<file path="config.mk">
export PLATFORM = sky130hd
export DESIGN_NAME = rw_cache_arbiter
export DESIGN_NICKNAME = d
export VERILOG_FILES = /design/src/rtl/rw_arb_pkg.sv /design/src/rtl/rw_arb_select.sv /design/src/rtl/rw_cache_arbiter.sv
export SDC_FILE = /design/constraint.sdc
export NUM_CORES = 1
export LEC_CHECK = 0
export ABC_AREA = 1
export ABC_CLOCK_PERIOD_IN_PS = 1200
export CELL_PAD_IN_SITES_DETAIL_PLACEMENT = 1
export CELL_PAD_IN_SITES_GLOBAL_PLACEMENT = 2
export CORE_AREA = 10 10 224 226
export DETAILED_ROUTE_END_ITERATION = 7
export DIE_AREA = 0 0 234 236
export DONT_BUFFER_PORTS = 1
export HOLD_SLACK_MARGIN = 0.1
export PLACE_DENSITY_LB_ADDON = 0.1
export SYNTH_ARGS = -nofsm -noshare
export SYNTH_HDL_FRONTEND = slang
export SYNTH_SLANG_ARGS = --single-unit
export TNS_END_PERCENT = 100
</file>
<file path="constraint.sdc">
create_clock -name clk -period 1.2 [get_ports clk]
set_clock_uncertainty 0.05 [all_clocks]
set_input_delay 0.24 -clock clk [delete_from_list [all_inputs] [get_ports clk]]
set_output_delay 0.24 -clock clk [all_outputs]
set_load 0.01 [all_outputs]
</file>
<file path="src/rtl/rw_arb_pkg.sv">
// rw_arb_pkg: shared constants for the cache/arbiter link.
//   - Tag field offsets for the 13-bit tag {rw[12], type[11:8], src[7], seq[6:0]}
//   - rw encodings (READ/WRITE), request types (MEMORY/MMIO/PORT/IRQ)
//   - source encodings (DATA/INSTR) carried in the tag src bit
//   - arbiter FSM state enum
package rw_arb_pkg;

    localparam int unsigned TAG_RW      = 12;
    localparam int unsigned TAG_TYPE_HI = 11;
    localparam int unsigned TAG_TYPE_LO = 8;
    localparam int unsigned TAG_SRC     = 7;
    localparam int unsigned TAG_SEQ_HI  = 6;
    localparam int unsigned TAG_SEQ_LO  = 0;

    localparam logic READ  = 1'b1;
    localparam logic WRITE = 1'b0;

    localparam logic [3:0] MEMORY = 4'd0;
    localparam logic [3:0] MMIO   = 4'd1;
    localparam logic [3:0] PORT   = 4'd2;
    localparam logic [3:0] IRQ    = 4'd3;

    localparam logic DATA  = 1'b1;
    localparam logic INSTR = 1'b0;

    typedef enum logic [1:0] {
        StIdle,
        StIssue,
        StResp
    } state_e;

endpackage

</file>
<file path="src/rtl/rw_arb_select.sv">
// rw_arb_select: picks which client is granted when the arbiter is idle.
// Configuration macro: RW_ARB_ROUND_ROBIN_EN
//   defined   - ties alternate; after reset data wins first, then the
//               last-granted client loses the next tie.
//   undefined - data always wins ties (purely combinational, no state).
// Ports:
//   clk, reset, grant_en   (round-robin build only) pointer clock/reset/advance
//   i_reqcyc, d_reqcyc     client request valids
//   grant_valid            some client is requesting
//   grant_src              DATA or INSTR, meaningful when grant_valid
module rw_arb_select (
`ifdef RW_ARB_ROUND_ROBIN_EN
    input  logic clk,
    input  logic reset,
    input  logic grant_en,
`endif
    input  logic i_reqcyc,
    input  logic d_reqcyc,
    output logic grant_valid,
    output logic grant_src
);
    import rw_arb_pkg::*;

    assign grant_valid = i_reqcyc | d_reqcyc;

`ifdef RW_ARB_ROUND_ROBIN_EN
    logic favour_d;

    // Every grant moves the preference to the other client.
    always_ff @(posedge clk) begin
        if (reset) begin
            favour_d <= 1'b1;
        end else if (grant_en) begin
            favour_d <= (grant_src == INSTR);
        end
    end

    always_comb begin
        if (i_reqcyc && d_reqcyc) begin
            grant_src = favour_d ? DATA : INSTR;
        end else begin
            grant_src = d_reqcyc ? DATA : INSTR;
        end
    end
`else
    assign grant_src = d_reqcyc ? DATA : INSTR;
`endif

endmodule

</file>
<file path="src/rtl/rw_cache_arbiter.sv">
// rw_cache_arbiter: requester-side end of the cache/arbiter link.
// Grants one of the instruction-fetch (i_*) or data (d_*) clients at a time,
// issues its request to the cache and routes response beats back by tag src.
// Configuration macro: RW_ARB_ROUND_ROBIN_EN (tie-break policy, see rw_arb_select).
// Ports:
//   clk, reset                    clock, synchronous active-high reset
//   i_/d_reqcyc, _req, _reqtag    client requests (d_reqdata: write data)
//   i_/d_reqack                   one-cycle accept pulse
//   i_/d_respcyc, _resp, _resptag registered response beats
//   d_writeack                    one-cycle write-complete pulse
//   req, reqdata, reqtag, reqcyc  cache request (held until reqack)
//   reqack                        cache accepted request
//   resp, resptag, respcyc        cache response beat
//   respack                       beat accepted (combinational)
module rw_cache_arbiter #(
    parameter int unsigned DATA_WIDTH = 64,
    parameter int unsigned TAG_WIDTH  = 13,
    parameter int unsigned BEATS      = 8
) (
    input  logic                  clk,
    input  logic                  reset,
    input  logic                  i_reqcyc,
    input  logic [DATA_WIDTH-1:0] i_req,
    input  logic [TAG_WIDTH-1:0]  i_reqtag,
    output logic                  i_reqack,
    output logic                  i_respcyc,
    output logic [DATA_WIDTH-1:0] i_resp,
    output logic [TAG_WIDTH-1:0]  i_resptag,
    input  logic                  d_reqcyc,
    input  logic [DATA_WIDTH-1:0] d_req,
    input  logic [DATA_WIDTH-1:0] d_reqdata,
    input  logic [TAG_WIDTH-1:0]  d_reqtag,
    output logic                  d_reqack,
    output logic                  d_respcyc,
    output logic [DATA_WIDTH-1:0] d_resp,
    output logic [TAG_WIDTH-1:0]  d_resptag,
    output logic                  d_writeack,
    output logic [DATA_WIDTH-1:0] req,
    output logic [DATA_WIDTH-1:0] reqdata,
    output logic [TAG_WIDTH-1:0]  reqtag,
    output logic                  reqcyc,
    input  logic                  reqack,
    input  logic [DATA_WIDTH-1:0] resp,
    input  logic [TAG_WIDTH-1:0]  resptag,
    input  logic                  respcyc,
    output logic                  respack
);
    import rw_arb_pkg::*;

    localparam int unsigned      CNT_W     = $clog2(BEATS) + 1;
    localparam logic [CNT_W-1:0] LAST_BEAT = CNT_W'(BEATS - 1);

    state_e               state;
    logic [CNT_W-1:0]     beat_cnt;
    logic                 grant_valid;
    logic                 grant_src;
    logic [TAG_WIDTH-1:0] i_tag_fixed;
    logic [TAG_WIDTH-1:0] d_tag_fixed;

`ifdef RW_ARB_ROUND_ROBIN_EN
    logic grant_en;
    assign grant_en = (state == StIdle) && grant_valid;
`endif

    rw_arb_select u_select (
`ifdef RW_ARB_ROUND_ROBIN_EN
        .clk         (clk),
        .reset       (reset),
        .grant_en    (grant_en),
`endif
        .i_reqcyc    (i_reqcyc),
        .d_reqcyc    (d_reqcyc),
        .grant_valid (grant_valid),
        .grant_src   (grant_src)
    );

    // Clients cannot spoof the source bit; fetch is always a read.
    always_comb begin
        i_tag_fixed          = i_reqtag;
        i_tag_fixed[TAG_SRC] = INSTR;
        i_tag_fixed[TAG_RW]  = READ;
        d_tag_fixed          = d_reqtag;
        d_tag_fixed[TAG_SRC] = DATA;
    end

    assign respack = (state == StResp) && respcyc;

    always_ff @(posedge clk) begin
        if (reset) begin
            state      <= StIdle;
            beat_cnt   <= '0;
            req        <= '0;
            reqdata    <= '0;
            reqtag     <= '0;
            reqcyc     <= 1'b0;
            i_reqack   <= 1'b0;
            d_reqack   <= 1'b0;
            d_writeack <= 1'b0;
            i_respcyc  <= 1'b0;
            i_resp     <= '0;
            i_resptag  <= '0;
            d_respcyc  <= 1'b0;
            d_resp     <= '0;
            d_resptag  <= '0;
        end else begin
            // Pulse outputs default low every cycle.
            i_reqack   <= 1'b0;
            d_reqack   <= 1'b0;
            d_writeack <= 1'b0;
            i_respcyc  <= 1'b0;
            d_respcyc  <= 1'b0;
            unique case (state)
                StIdle: begin
                    if (grant_valid) begin
                        state  <= StIssue;
                        reqcyc <= 1'b1;
                        if (grant_src == DATA) begin
                            req      <= d_req;
                            reqdata  <= d_reqdata;
                            reqtag   <= d_tag_fixed;
                            d_reqack <= 1'b1;
                        end else begin
                            req      <= i_req;
                            reqdata  <= '0;
                            reqtag   <= i_tag_fixed;
                            i_reqack <= 1'b1;
                        end
                    end
                end
                StIssue: begin
                    if (reqack) begin
                        reqcyc <= 1'b0;
                        if (reqtag[TAG_RW] == WRITE) begin
                            d_writeack <= 1'b1;
                            state      <= StIdle;
                        end else begin
                            beat_cnt <= '0;
                            state    <= StResp;
                        end
                    end
                end
                StResp: begin
                    if (respcyc) begin
                        // Routed by the beat's own src bit, even on a tag mismatch.
                        if (resptag[TAG_SRC] == DATA) begin
                            d_respcyc <= 1'b1;
                            d_resp    <= resp;
                            d_resptag <= resptag;
                        end else begin
                            i_respcyc <= 1'b1;
                            i_resp    <= resp;
                            i_resptag <= resptag;
                        end
                        beat_cnt <= beat_cnt + 1'b1;
                        if (beat_cnt == LAST_BEAT) begin
                            state <= StIdle;
                        end
                    end
                end
                default: state <= StIdle;
            endcase
        end
    end

`ifndef SYNTHESIS
    resp_tag_match_a: assert property (@(posedge clk) disable iff (reset)
        (state == StResp && respcyc) |-> (resptag == reqtag))
        else $error("rw_cache_arbiter: response tag differs from outstanding request tag");
`endif

endmodule

</file>
=== Word level (Yosys, flattened, before mapping) ===
Index checks and enable logic that the tools add are counted.

* Register bits after elaboration: 306
* Output and inout bits: 302
* Word-level logic and storage cells: 67
* Input port bits: 301

* Multiplexer cells: 22
* $add $sub $neg: 1
* Reduce and logical (&&, ||, !) cells: 13
* Bitwise gates (word level): 8
* Eq/ne operators: 8

{| class="wikitable"
|+ Operators by type and width
! operator !! count
|-
| 64-bit 2-to-1 mux || 2
|-
| 13-bit 2-to-1 mux || 1
|-
| 4-bit 2-to-1 mux || 3
|-
| 2-bit 2-to-1 mux || 5
|-
| 3-bit AND reduction || 3
|-
| 3-bit OR reduction || 3
|-
| 1-bit 2-to-1 mux || 8
|-
| 2-bit != test, second input constant || 4
|-
| 4-bit case mux with 2 select lines || 1
|-
| 4-bit AND reduction || 2
|-
| 1-bit inverter || 7
|-
| 2-bit case mux with 3 select lines || 1
|-
| 4-bit by 1-bit adder with 4-bit output, second input constant || 1
|-
| 4-bit by 3-bit equality test with 1-bit output, second input constant || 1
|-
| 2-bit nonzero test || 2
|-
| 2-bit by 1-bit equality test with 1-bit output, second input constant || 1
|-
| 2-bit equality test, second input constant || 1
|-
| 2-bit logical NOT || 1
|-
| 2-bit by 1-bit != test with 1-bit output, second input constant || 1
|-
| 1-bit case mux with 2 select lines || 1
|-
| 2-bit AND reduction || 1
|-
| 1-bit logical AND || 1
|-
| 1-bit OR || 1
|}

=== Logic depth before layout (Yosys ltp) ===
* Word-level depth: 4
* Gate-level depth with buffers: 9
* Mapped depth without buffers: 7

=== Modules after synthesis ===
From an unflattened synthesis, not the netlist that was laid out.

* Cell total of the unflattened synthesis: 1449
* Area total of the unflattened synthesis: 11260.8 µm²

{| class="wikitable"
|+ By module, submodules not included
! module !! cells each !! sequential area each (µm²) !! times used !! area an instance (µm²)
|-
| rw_cache_arbiter || 1445 || 6125.9 || 1 || 11242.0
|-
| rw_arb_select || 4 || 0.0 || 1 || 18.8
|}

=== Least setup slack after synthesis ===
No wires, ideal clock.

* Kind: register to register
* From: register state[1]
* To: register d_resp[34]
* Setup time: 116 ps
* Arrival time: 1146 ps
* Period minus slack after synthesis: 1312 ps
* Required time: 1034 ps
* Path slack: -112 ps
* Buffers on the path: 2
* Cell stages (with the launch flop): 8
* Cells stage by stage: dfxtp_1 > nand2_4 > nor2_4 > inv_2 > buf_6 > buf_2 > nor2_1 > nor2_1

* Longest elaborated chain between the ends: 2

{| class="wikitable"
|+ RTL lines
! element !! line !! source
|-
| start: declaration || rw_cache_arbiter.sv:53 || <nowiki>state_e state;</nowiki>
|-
| start signal: assignment || rw_cache_arbiter.sv:90 || <nowiki>state <= StIdle;</nowiki>
|-
| start signal: assignment || rw_cache_arbiter.sv:115 || <nowiki>state <= StIssue;</nowiki>
|-
| start signal: assignment || rw_cache_arbiter.sv:135 || <nowiki>state <= StIdle;</nowiki>
|-
| 2-bit equality test || rw_cache_arbiter.sv:112 || <nowiki>unique case (state)</nowiki>
|-
| 3-bit AND reduction (no source line) || - ||
|-
| end signal: assignment || rw_cache_arbiter.sv:147 || <nowiki>d_resp <= resp;</nowiki>
|-
| end: declaration || rw_cache_arbiter.sv:35 || <nowiki>output logic [DATA_WIDTH-1:0] d_resp,</nowiki>
|}

Every way passes these cells.
A chain may end at the register's enable or synchronous reset.

=== Worst setup path in the final report ===
* From: register state[0]
* To: output port respack

* Longest elaborated chain between the ends: 2

{| class="wikitable"
|+ RTL lines
! element !! line !! source
|-
| 2-bit equality test || rw_cache_arbiter.sv:86 || <nowiki>assign respack = (state == StResp) && respcyc;</nowiki>
|-
| 1-bit logical AND || rw_cache_arbiter.sv:86 ||
|-
| end: declaration || rw_cache_arbiter.sv:46 || <nowiki>output logic respack</nowiki>
|}

Every way passes these cells.

==> results.tsv <==
stage	metric	value	unit
run_status	status	finished, violations left	
run_status	failing checks	hold timing, setup timing	
clock_tree	CTS tree	yes	
critical_path	R2R Path End	d_resp[32]	
routing	post-DR vias/cell	4.68	
global_route	initial antenna violation count	4	
critical_path	Reg2Reg Setup Slack	-0.37	ns
critical_path	Worst Path Max Fanout	2	
die	num ports	603	
synth	Distinct cells, synth	23	
routing	DR pass1 iterations	4	
sta	setup ws final	-0.377	ns
sta	Slew Limit Fails	0	
clock_tree	total CTS buffers	39	
sta	RSZ-0062 raised after global routing	yes	
sta	final setup TNS	-94.79	ns
critical_path	max incr delay on CP	0.36	ns
synth	synth top area cells	dfxtp_1 53%, nor2_1 15%, nand2_1 12%, o21ai_0 9.4%, a21oi_1 3.0%	
die	die height	236	um
routing	DR WL/cell	23.7	um
placed_design	IO Port Bufs	0	
sta	min Tclk post-route	1.58	ns
critical_path	worst path required time	0.91	ns
critical_path	crit path capture type	output port	
synth	area of the mapped netlist	0.0116	mm2
global_route	GR peak layer	met2	
global_route	Total GRT Usage	20.4	%
critical_path	Reg2Reg Launch Point	state[0]	
global_route	first-pass GRT wire length	84800	um
sta	# setup viols final	604	
die	Core Region	0.0459	mm2
global_route	met3 Resource Use GR	8.31	%
cells_and_area	# fillers	5274	
die	die area	0.0552	mm2
critical_path	Crit Path Category	flop to output port	
placed_design	HPWL Detailed	39300	um
power	Max IR drop VDD	909	uV
routing	routed vias	11807	
power	PwrDens	1410	mW/mm2
sta	Fin Hold WS	-0.276	ns
power	total power	26.0	mW
global_route	largest net degree at the start of global routing	79	
synth	#FFs+latches synth	306	
sta	Slew @ Worst Pin	0.719	ns
global_route	Overflow after GRT	0	
run	max-capacitance violation count	0	
power	Static Leakage	7.68	nW
cells_and_area	commonest non-fill, non-tap cell in the layout	nor2_1	
routing	# DRC	0	
die	# rows	79	
die	Die X	234	um
critical_path	Critical Path AT	1.29	ns
routing	DRT iter0 DRCs	459	
cells_and_area	post-route cell area	0.0185	mm2
sta	Slew headroom	51.9	%
synth	cell taking the most area after synthesis	dfxtp_1	
cells_and_area	share of layout cells above drive strength 1	21.1	%
worst_hold_path	Worst Hold Depth	1	
sta	f_max	634	MHz
critical_path	CP cell instances	inv_4, nand2_4, inv_4, buf_6, nand2_4, inv_4	
die	Starting Density	25.4	%
critical_path	CP max stage cell	dfxtp_4	
critical_path	most frequent CP cell	inv_4	
synth	Post-Synthesis Cells	1597	
global_route	grt met2 use	35.7	%
sta	Hold Vio Cnt, Final	89	
sta	crit share post-route	131	%
placed_design	RD Place Congestion	0.758	
clock_tree	H-tree levels	2	
worst_hold_path	Hold Crit Start	reset	
global_route	GRT met1 Usage	20.8	%
worst_hold_path	Min-Delay Path Class	input port to flop	
clock_tree	Skew-Pair Late Insertion Delay	0.55	ns
cells_and_area	synthesis-to-finish area growth	58.4	%
routing	WL final	59700	um
synth	top cell type's share of synthesized area	52.6	%
clock_tree	clock buffer depth	3	
clock_tree	Clock Pin Slew Worst Setup and Hold Paths	0.06	ns
worst_hold_path	hold worst-path end	reqdata[54]	
global_route	vias in the first global route	12741	
clock_tree	CTS root buf	clkbuf_16	
cells_and_area	most frequent cells in the layout	398 x nor2_1, 327 x nand2_1, 261 x dfxtp_1	
synth	Mapped Avg Cell Area	7.29	um2
synth	syn_nets	1899	
cells_and_area	Util after Layout	40.2	%
cells_and_area	nets	2191	
critical_path	r2r worst-path depth	10	
placed_design	Post-DP Area	0.0126	mm2
synth	sequential-to-total area share from yosys stat	52.6	%
routing	residual antenna-violating net count after detailed routing	0	
critical_path	Setup crit start kind	flop	
clock_tree	# hold bufs at CTS	229	
clock_tree	# clock sinks	306	
synth	Syn. warnings	0	
through the flow:
stage                     std cells  hold WS (ns)  worst slack (ns)
after global routing           2524        -0.313            -0.453
after detailed placement       2154         0.272            -0.186
after CTS                      2518        -0.330            -0.422
final                          2524        -0.276            -0.377
after global placement         2154         0.269            -0.156
after floorplan                1597         0.325           -0.0249
critical path, delay by kind of cell (launching register included):
| kind | cells | cell delay [ns] |
|---|---|---|
| and+or+nand+nor | 2 | 0.11 |
| DFF | 1 | 0.36 |
| buffers and inverters | 4 | 0.27 |
metal layers:
| layer | part of all wire [%] | vias to the layer above |
|---|---|---|
| li1 | - | 5659 |
| met1 | 36 | 5595 |
| met2 | 50 | 425 |
| met3 | 9.4 | 124 |
| met4 | 4.3 | 4 |
| met5 | 0.057 | - |
power by group:
group	internal, mW	total, mW	switching [mW]	leakage [nW]
Clock	6.48	11.0	4.52	0.575
Sequential	10.6	11.4	0.764	2.53
Combinational	1.83	3.61	1.77	4.58
Total	18.9	26.0	7.06	7.68
layout make-up:
cell class / count / area, um2 / share of cell area [%]
timing repair inverter: 2 / 32.5 / 0.176
inverter: 21 / 138 / 0.746
clock buffer: 61 / 1140 / 6.17
tap: 607 / 759 / 4.12
timing repair buffer: 361 / 4600 / 24.9
antenna: 2 / 5.00 / 0.0271
clock inverter: 6 / 36.3 / 0.197
multi-input combinational: 1158 / 5450 / 29.5
sequential: 306 / 6290 / 34.1
cells in the mapped netlist, drive strengths merged:
cell type,instances
conb,1
nand3,9
clkinv,1
a21oi,70
nor3,2
nand2,371
ha,1
o21ai,233
nor2,466
buf,54
dfxtp,306
nand4,4
inv,20
clkbuf,59
worst max path at each step:
stage	startpoint	to	cells after the start
finish	state[0]	respack	6
CTS	state[0]	respack	6
global placement	state[0]	i_resp[41]	7
detailed placement	state[1]	reqdata[20]	6
floorplan	state[0]	d_resp[34]	8
global route	state[0]	respack	6
state kept, by name (all words and copies together), names as in the netlist:
register    count
beat_cnt        4
d_reqack        1
d_resp         64
d_respcyc       1
d_resptag      13
d_writeack      1
i_reqack        1
i_resp         64
i_respcyc       1
i_resptag      12
req            64
reqcyc          1
reqdata        64
reqtag         13
state           2
logic make-up after synthesis:
kind of cell	share of synthesized area, %
buffers and inverters	6.21
AOI/OAI and AO/OA	13.1
and+or+nand+nor	27.9
adders and majority gates	0.107
other	0.0322
DFF	52.6
timing repair:
action,CTS,global route
gates cloned,33,8
pin swaps,5,68
setup buffers,35,7
setup endpoints to repair,603,606
gates resized for setup,250,214
endpoints found under the hold margin,306,138
Note: power is estimated with default switching activity, not from simulation.
